<file path="config.mk">
export PLATFORM = sky130hd
export DESIGN_NAME = div_sqrt_seq_mvp
export DESIGN_NICKNAME = d
export VERILOG_FILES = /design/src/rtl/div_sqrt_seq_mvp.sv
export SDC_FILE = /design/constraint.sdc
export NUM_CORES = 1
export LEC_CHECK = 0
export CAP_MARGIN = 0
export CORE_UTILIZATION = 45
export CTS_CLUSTER_SIZE = 8
export DETAILED_ROUTE_END_ITERATION = 6
export PLACE_DENSITY = 0.79
export REMOVE_ABC_BUFFERS = 1
export SETUP_SLACK_MARGIN = 0.02
export SLEW_MARGIN = 5
export SYNTH_ARGS = -nofsm -noshare
export SYNTH_HDL_FRONTEND = slang
export SYNTH_SLANG_ARGS = --single-unit
</file>
<file path="constraint.sdc">
create_clock -name Clk_CI -period 6.7 [get_ports Clk_CI]
set_clock_uncertainty 0.2 [all_clocks]
set_input_delay 1.34 -clock Clk_CI [delete_from_list [all_inputs] [get_ports Clk_CI]]
set_output_delay 1.34 -clock Clk_CI [all_outputs]
set_load 0.1 [all_outputs]
</file>
<file path="src/rtl/div_sqrt_seq_mvp.sv">
// Sequencing FSM for an iterative FP divide/square-root datapath: accepts a request,
// derives the iteration count from format/precision/radix, and strobes start/iterate/round.
module div_sqrt_seq_mvp #(
   parameter int ITER_CNT_W = 6
) (
   input  logic                  Clk_CI,
   input  logic                  Rst_RBI,
   input  logic                  In_valid_SI,
   output logic                  In_ready_SO,
   input  logic                  Op_SI,
   input  logic [1:0]            Format_sel_SI,
   input  logic [5:0]            Precision_ctl_SI,
   input  logic [1:0]            Iter_unit_num_SI,
   input  logic                  Kill_SI,
   output logic                  Start_SO,
   output logic                  Iter_en_SO,
   output logic [ITER_CNT_W-1:0] Iter_cnt_DO,
   output logic                  Final_SO,
   output logic                  Round_en_SO,
   output logic                  Op_SO,
   output logic [1:0]            Format_DO,
   output logic                  Out_valid_SO,
   input  logic                  Out_ready_SI
);

   typedef enum logic [2:0] {
      IDLE  = 3'd0,
      START = 3'd1,
      ITER  = 3'd2,
      ROUND = 3'd3,
      HOLD  = 3'd4
   } state_e;

   state_e                r_state;
   state_e                w_state_nxt;
   logic [ITER_CNT_W-1:0] r_cnt;
   logic [ITER_CNT_W-1:0] w_cnt_nxt;
   logic [ITER_CNT_W-1:0] w_cnt_load;
   logic                  r_op;
   logic [1:0]            r_fmt;
   logic [5:0]            r_prec;
   logic [1:0]            r_iu;

   logic                  w_accept;
   logic                  w_ready;
   logic                  w_start;
   logic                  w_iter_en;
   logic                  w_final;
   logic                  w_round;
   logic                  w_valid;

   logic [6:0]            w_mant;
   logic [6:0]            w_prec;
   logic [6:0]            w_prec_clip;
   logic [6:0]            w_q;
   logic [6:0]            w_n;

   // Quotient length and iteration count, derived from the latched request only.
   always_comb begin
      case (r_fmt)
         2'b00:   w_mant = 7'd23;
         2'b01:   w_mant = 7'd52;
         2'b10:   w_mant = 7'd10;
         default: w_mant = 7'd7;
      endcase
   end

   assign w_prec      = {1'b0, r_prec};
   assign w_prec_clip = (w_prec < (w_mant + 7'd1)) ? w_prec : (w_mant + 7'd1);
   assign w_q         = (r_prec == 6'd0) ? (w_mant + 7'd3) : (w_prec_clip + 7'd2);

   always_comb begin
      case (r_iu)
         2'd0:    w_n = w_q;
         2'd1:    w_n = (w_q + 7'd1) >> 1;
         2'd2:    w_n = (w_q + 7'd2) / 7'd3;
         default: w_n = (w_q + 7'd3) >> 2;
      endcase
   end

   // Q is at least 3, so N is at least 1 and N-1 never underflows.
   assign w_cnt_load = ITER_CNT_W'(w_n - 7'd1);

   // NOTE: every signal driven here gets a default first, so no path leaves one unassigned and no latch is inferred.
   always_comb begin
      w_state_nxt = r_state;
      w_cnt_nxt   = r_cnt;
      w_accept    = 1'b0;
      w_ready     = 1'b0;
      w_start     = 1'b0;
      w_iter_en   = 1'b0;
      w_final     = 1'b0;
      w_round     = 1'b0;
      w_valid     = 1'b0;

      case (r_state)
         IDLE: begin
            w_ready = 1'b1;
            if (In_valid_SI && !Kill_SI) begin
               w_accept    = 1'b1;
               w_state_nxt = START;
            end
         end
         START: begin
            w_start     = 1'b1;
            w_cnt_nxt   = w_cnt_load;
            w_state_nxt = ITER;
         end
         ITER: begin
            w_iter_en = 1'b1;
            if (r_cnt == '0) begin
               w_final     = 1'b1;
               w_state_nxt = ROUND;
            end else begin
               w_cnt_nxt = r_cnt - ITER_CNT_W'(1);
            end
         end
         ROUND: begin
            w_round     = 1'b1;
            w_state_nxt = HOLD;
         end
         HOLD: begin
            w_valid = 1'b1;
            if (Out_ready_SI) begin
               w_state_nxt = IDLE;
            end
         end
         default: begin
            w_state_nxt = IDLE;
         end
      endcase

      // Kill aborts in the same cycle: no strobe escapes, and a HOLD handshake is not honoured.
      if (Kill_SI && (r_state != IDLE)) begin
         w_state_nxt = IDLE;
         w_cnt_nxt   = '0;
         w_start     = 1'b0;
         w_iter_en   = 1'b0;
         w_final     = 1'b0;
         w_round     = 1'b0;
         w_valid     = 1'b0;
      end
   end

   // NOTE: state updates use non-blocking assignments so every register samples pre-edge values.
   always_ff @(posedge Clk_CI) begin
      if (!Rst_RBI) begin
         r_state <= IDLE;
         r_cnt   <= '0;
         r_op    <= 1'b0;
         r_fmt   <= 2'b00;
         r_prec  <= 6'd0;
         r_iu    <= 2'd0;
      end else begin
         r_state <= w_state_nxt;
         r_cnt   <= w_cnt_nxt;
         if (w_accept) begin
            r_op   <= Op_SI;
            r_fmt  <= Format_sel_SI;
            r_prec <= Precision_ctl_SI;
            r_iu   <= Iter_unit_num_SI;
         end
      end
   end

   // Outputs are forced low while reset is held, before the reset edge has cleared the state.
   assign In_ready_SO  = Rst_RBI & w_ready;
   assign Start_SO     = Rst_RBI & w_start;
   assign Iter_en_SO   = Rst_RBI & w_iter_en;
   assign Final_SO     = Rst_RBI & w_final;
   assign Round_en_SO  = Rst_RBI & w_round;
   assign Out_valid_SO = Rst_RBI & w_valid;
   assign Op_SO        = Rst_RBI & r_op;
   assign Format_DO    = Rst_RBI ? r_fmt : 2'b00;
   assign Iter_cnt_DO  = Rst_RBI ? r_cnt : '0;

endmodule

</file>
# == After elaboration in Yosys (flattened, before gate mapping) ==
# Cells that the tools add are included.
# word_totals
in_bits,16
reg_bits,20
output_inout_bits,15
wordCells,75
# classes
eq_ne,12
n_mux,26
div_mod_pow,1
addsub,8
reduce_logical,13
n_lt_le_gt_ge,1
n_bitwise,8
# op_table
cell,n
$pmux 6 s3,2
$add 7x2->7 const B,4
$pmux 3 s5,1
$add 7x1->7 const B,2
$mux 1,14
$mux 7,2
$logic_not 6->1,2
$mux 6,2
$pmux 6 s2,1
$sub 6x1->6 const B,2
$mux 3,3
$ne 2x2->1 const B,4
$and 1x1->1,7
$div 7x2->7 const B,1
$lt 6x7->1,1
$eq 3x2->1 const B,2
$eq 2x1->1 const B,2
$eq 2x2->1 const B,2
$logic_not 2->1,2
$eq 3x1->1 const B,1
$eq 3x3->1 const B,1
$logic_not 3->1,1
$reduce_and 3->1,1
$reduce_bool 3->1,1
other kinds (7),8

# == Longest topological paths before layout ==
# depth
depth_word,12
ltp_mapped,42
mapped_depth_nobuf,38

# == Least setup slack after synthesis ==
# Ideal clock, no wire load.
# synth_path
path_kind,flip-flop to flip-flop
from,register r_fmt[1]
to,register r_cnt[4]
slack_ns,-0.621
synth_period_minus_slack_ns,7.321
arrival_ns,6.993
path_buffers,3
stages_incl_launch_ff,41
setup_ns,0.127
required_time_ns,6.373
path_cell_list,dfxtp_1 inv_1 ha_1 inv_1 o21ai_0 inv_1 ha_1 and3_1 o21ai_0 o21ai_0 nand2_1 nand2_1 ha_1 nand2_1 nand2_1 clkinv_1 nor2_1 nand4_1 [... 5 more ...] nor3_1 a21oi_1 nand2_1 clkbuf_1 and2_1 a22oi_1 o21ai_0 ha_1 a21oi_1 nand2_1 a2bb2oi_2 o221ai_2 a22oi_4 ha_1 nand3_1 xor2_1 mux2i_1 nor2_1
# synth_between
elab_chain_len,12
word_cells_on_any_way,17
classes_between,add/sub (7); div (1); order compare (1); eq/ne (2); mux (5); reduce/logical (1)
# synth_lines
item,line,text
from (decl),40,logic [1:0] r_fmt;
from (signal assigned),159,r_fmt <= Format_sel_SI;
$eq 2x2->1 (tied with other cells),60,case (r_fmt)
$pmux 6 s3 *,60,
$add 7x1->7,69,assign w_prec_clip = (w_prec < (w_mant + 7'd1)) ? w_prec : (w_mant + 7'd1);
$lt 6x7->1,69,
$mux 7,69,
$add 7x2->7,70,assign w_q = (r_prec == 6'd0) ? (w_mant + 7'd3) : (w_prec_clip + 7'd2);
$mux 7 *,70,
$add 7x2->7,76,2'd2: w_n = (w_q + 7'd2) / 7'd3;
$div 7x2->7,76,
$pmux 6 s3 *,73,case (r_iu)
$sub 6x1->6 *,82,assign w_cnt_load = ITER_CNT_W'(w_n - 7'd1);
$pmux 6 s2 *,96,case (r_state)
to (signal assigned),156,r_cnt <= w_cnt_nxt;
to (decl),36,logic [ITER_CNT_W-1:0] r_cnt;
# Mark *: on every way between the ends. The rest lies on a longest branch, timed or not.
# A chain may end at the register's enable or synchronous reset.

# == Worst setup path after layout ==
# Ends and elaborated chain as after synthesis.

==> reports/results.ini <==
[power]
power_per_cell_area_mw_per_mm2=254.1
vdd_ir_drop_max_uv=171.9
pwr-share-seq_pct=13.1
switchingPower_mw=0.5331
internal_power_mw=0.5628
combPwrFrac_pct=75.7
power_frac_clock_pct=11.2
p_leak_nw=1.674
switching_share_pct=48.64

[synth]
ys_ff_latch=20
synthDistinctLibCells=84
synth.avg_cell_area_um2=7.365
postSynthCellCount=432
synth.top_cells.by_area=dfxtp_1 (13%), ha_1 (9.4%), mux2i_1 (5.0%)
yosysSeqAreaShare_pct=12.58
ys.warnings.count=0
synth_top_flop_cell=dfxtp_1
yosysTopAreaCell=dfxtp_1
synth_edf_count=0
syn-cell-area_mm2=0.003182
synth_async_sr_flop_share_pct=0
yosysTopAreaCellShare_pct=12.58

[floorplan]
top_level_ports=31
coreArea_mm2=0.006794
die_y_um=86.09
die_w_um=86.09
initial_utilization_pct=46.83
rows=30
dieArea_mm2=0.007411

[sta]
drv_slew=0
post-route-min-period_ns=6.650
finalHoldViolCount=0
max-slew-margin-rel_pct=34.45
fin_crit_sh_pct=99.26
worst_pin_slew_ns=0.9801
fmax_mhz=150.4
tns_ns=0
setup_viol=0
hold_ws_ns=0.3396
rsz0062_at_grt=true

[global_routing]
grt_overflow=0
grt_pass1_vias=3238
grt_pass1_wl_mm=14.87
grt_max_degree=25
antenna_found_initial=0
gr-usage-all-layers_pct=24.38

[clocking]
cts_buffers=3
clock_path_buffers=2
h-tree-depth=1
cts-root-buf=clkbuf_8
cts_tree=done
cts.sinks=20
insertion_delay_ns=0.26
clkSlewWorstSetupHoldPaths_ns=0.08

[route]
drc=0
drt_pass1_iterations=5
wirelength_mm=10.38
vias=3798
drt_iter0_drc=401
ant_nets=0
post_drt_wl_per_cell_um=17.53
vias_per_cell=6.416

[setup_path]
endpoint_kind=flop
critPathRequiredTime_ns=6.62
start_kind=flop
crit_fanout=5
crit_path_frequent_cell=ha_4
crit_type=flop to flop
crit_slowest_cell=dfxtp_4
cp_data_arrival_time_ns=6.57
cpPeakStageDelay_ns=0.36

[placed_design]
hpwl_mm=6.910
gp_congestion=0.9288
port-buffer-count=30

[outcome]
status=finished clean

[job]
maxCapViolCount=0

[min_path]
hp-class=flop to flop

[layout]
synthToLayoutAreaGrowth_pct=35.55
drive_gt1_share_pct=27.62
nets=537
final_cell_mix=buf_4 (56), nand2_1 (36), clkdlybuf4s50_1 (28), nor2_1 (25), nor3_1 (19)
layout_commonest_cell=buf_4
num_antenna_cells=0

==> what timing repair did <==
item / CTS / global route
setup endpoints to repair: 6 / 6
setup buffers: 3 / 14
hold buffers: 0 / 0
pin swaps: 8 / 28
gates resized for setup: 18 / 66
==> synth_stat cells (all sizes together) (4+ instances only) <==
library cell and instances:
xnor2 8, mux2i 16, o211ai 13, nand2b 7
a211oi 5, and3 9, o21ai 26, nor2b 13
nand3 17, nor2 28, and2 20, nor3 21
a311oi 4, buf 8, nor4 5, nand2 40
inv 14, xor2 4, o22ai 5, nand4 10
clkbuf 18, dfxtp 20, a31oi 13, a21oi 20
ha 24, or3 4
==> cell families after synthesis <==
| group | Yosys count | synth area share (%) |
|---|---|---|
| AND/OR/NAND/NOR | 189 | 31.89 |
| AO/OA/AOI/OAI | 128 | 31.34 |
| buffers and inverters | 41 | 5.465 |
| adder cells (fa/ha/maj) | 24 | 9.438 |
| flip-flops | 20 | 12.58 |
| multiplexers | 18 | 5.741 |
| XOR/XNOR | 12 | 3.539 |
==> worst max-delay path, delay by kind of cell, from the launching register on <==
family / cells / cell delay [ns]
AO/OA/AOI/OAI: 14 / 2.26
XOR/XNOR: 3 / 0.61
adder cells (fa/ha/maj): 6 / 1.30
buffers and inverters: 4 / 0.28
flip-flops: 1 / 0.36
multiplexers: 2 / 0.46
AND/OR/NAND/NOR: 9 / 1.01
==> area by class of cell <==
cell class                 instances  area, um2
multi-input combinational        371       2923
timing repair buffer              86      723.2
sequential                        20      407.9
clock inverter                     1      30.03
inverter                          15      67.56
clock buffer                       3      41.29
tap                               96      120.1
fill                             521       2481
==> power groups by stage <==
stage	combinational [mW]	sequential (mW)	clock [mW]
floorplan	0.505	0.142	0
global placement	0.680	0.145	0
detailed placement	0.698	0.145	0
CTS	0.724	0.143	0.124
global route	0.887	0.145	0.129
finish	0.829	0.144	0.123
==> final timing paths <==
| kind | start | to | slack, ns | depth (start not counted) |
|---|---|---|---|---|
| max reg2reg | r_fmt[1] | r_cnt[4] | 0.05 | 38 |
| min reg2reg | r_cnt[1] | r_cnt[1] | 0.34 | 2 |
| min | r_cnt[1] | r_cnt[1] | 0.34 | 2 |
| max | r_fmt[1] | r_cnt[4] | 0.05 | 38 |
==> per-layer routing <==
| metal | routed length (um) | share of wire (%) | vias to the layer above | GRT usage [%] |
|---|---|---|---|---|
| met5 | 0 | 0 | - | 0 |
| met4 | 265 | 2.6 | 0 | 6.667 |
| met3 | 754 | 7.3 | 37 | 2.021 |
| met2 | 4884 | 47 | 224 | 42.28 |
| met1 | 4472 | 43 | 1772 | 32.24 |
| li1 | - | - | 1765 | - |
==> per-stage QoR <==
| step | setup slack, ns | utilization (%) | power, mW | cells | cell area, um2 |
|---|---|---|---|---|---|
| 6_report | 0.04952 | 63.48 | 1.096 | 592 | 4313 |
| 5_1_grt | -0.1342 | 63.48 | 1.161 | 592 | 4313 |
| 4_1_cts | 0.02314 | 57.59 | 0.9906 | 578 | 3913 |
| 3_5_place_dp | -0.3664 | 55.52 | 0.8431 | 571 | 3772 |
| 3_3_place_gp | 0.04498 | 55.52 | 0.8250 | 571 | 3772 |
| 2_1_floorplan | -0.5209 | - | 0.6465 | 406 | 3064 |
==> sequential cells by signal, summed over array words and instances (netlist names) <==
| name | cells |
|---|---|
| r_cnt | 6 |
| r_fmt | 2 |
| r_iu | 2 |
| r_op | 1 |
| r_prec | 6 |
| r_state | 3 |
(Power assumes the default switching activity.)
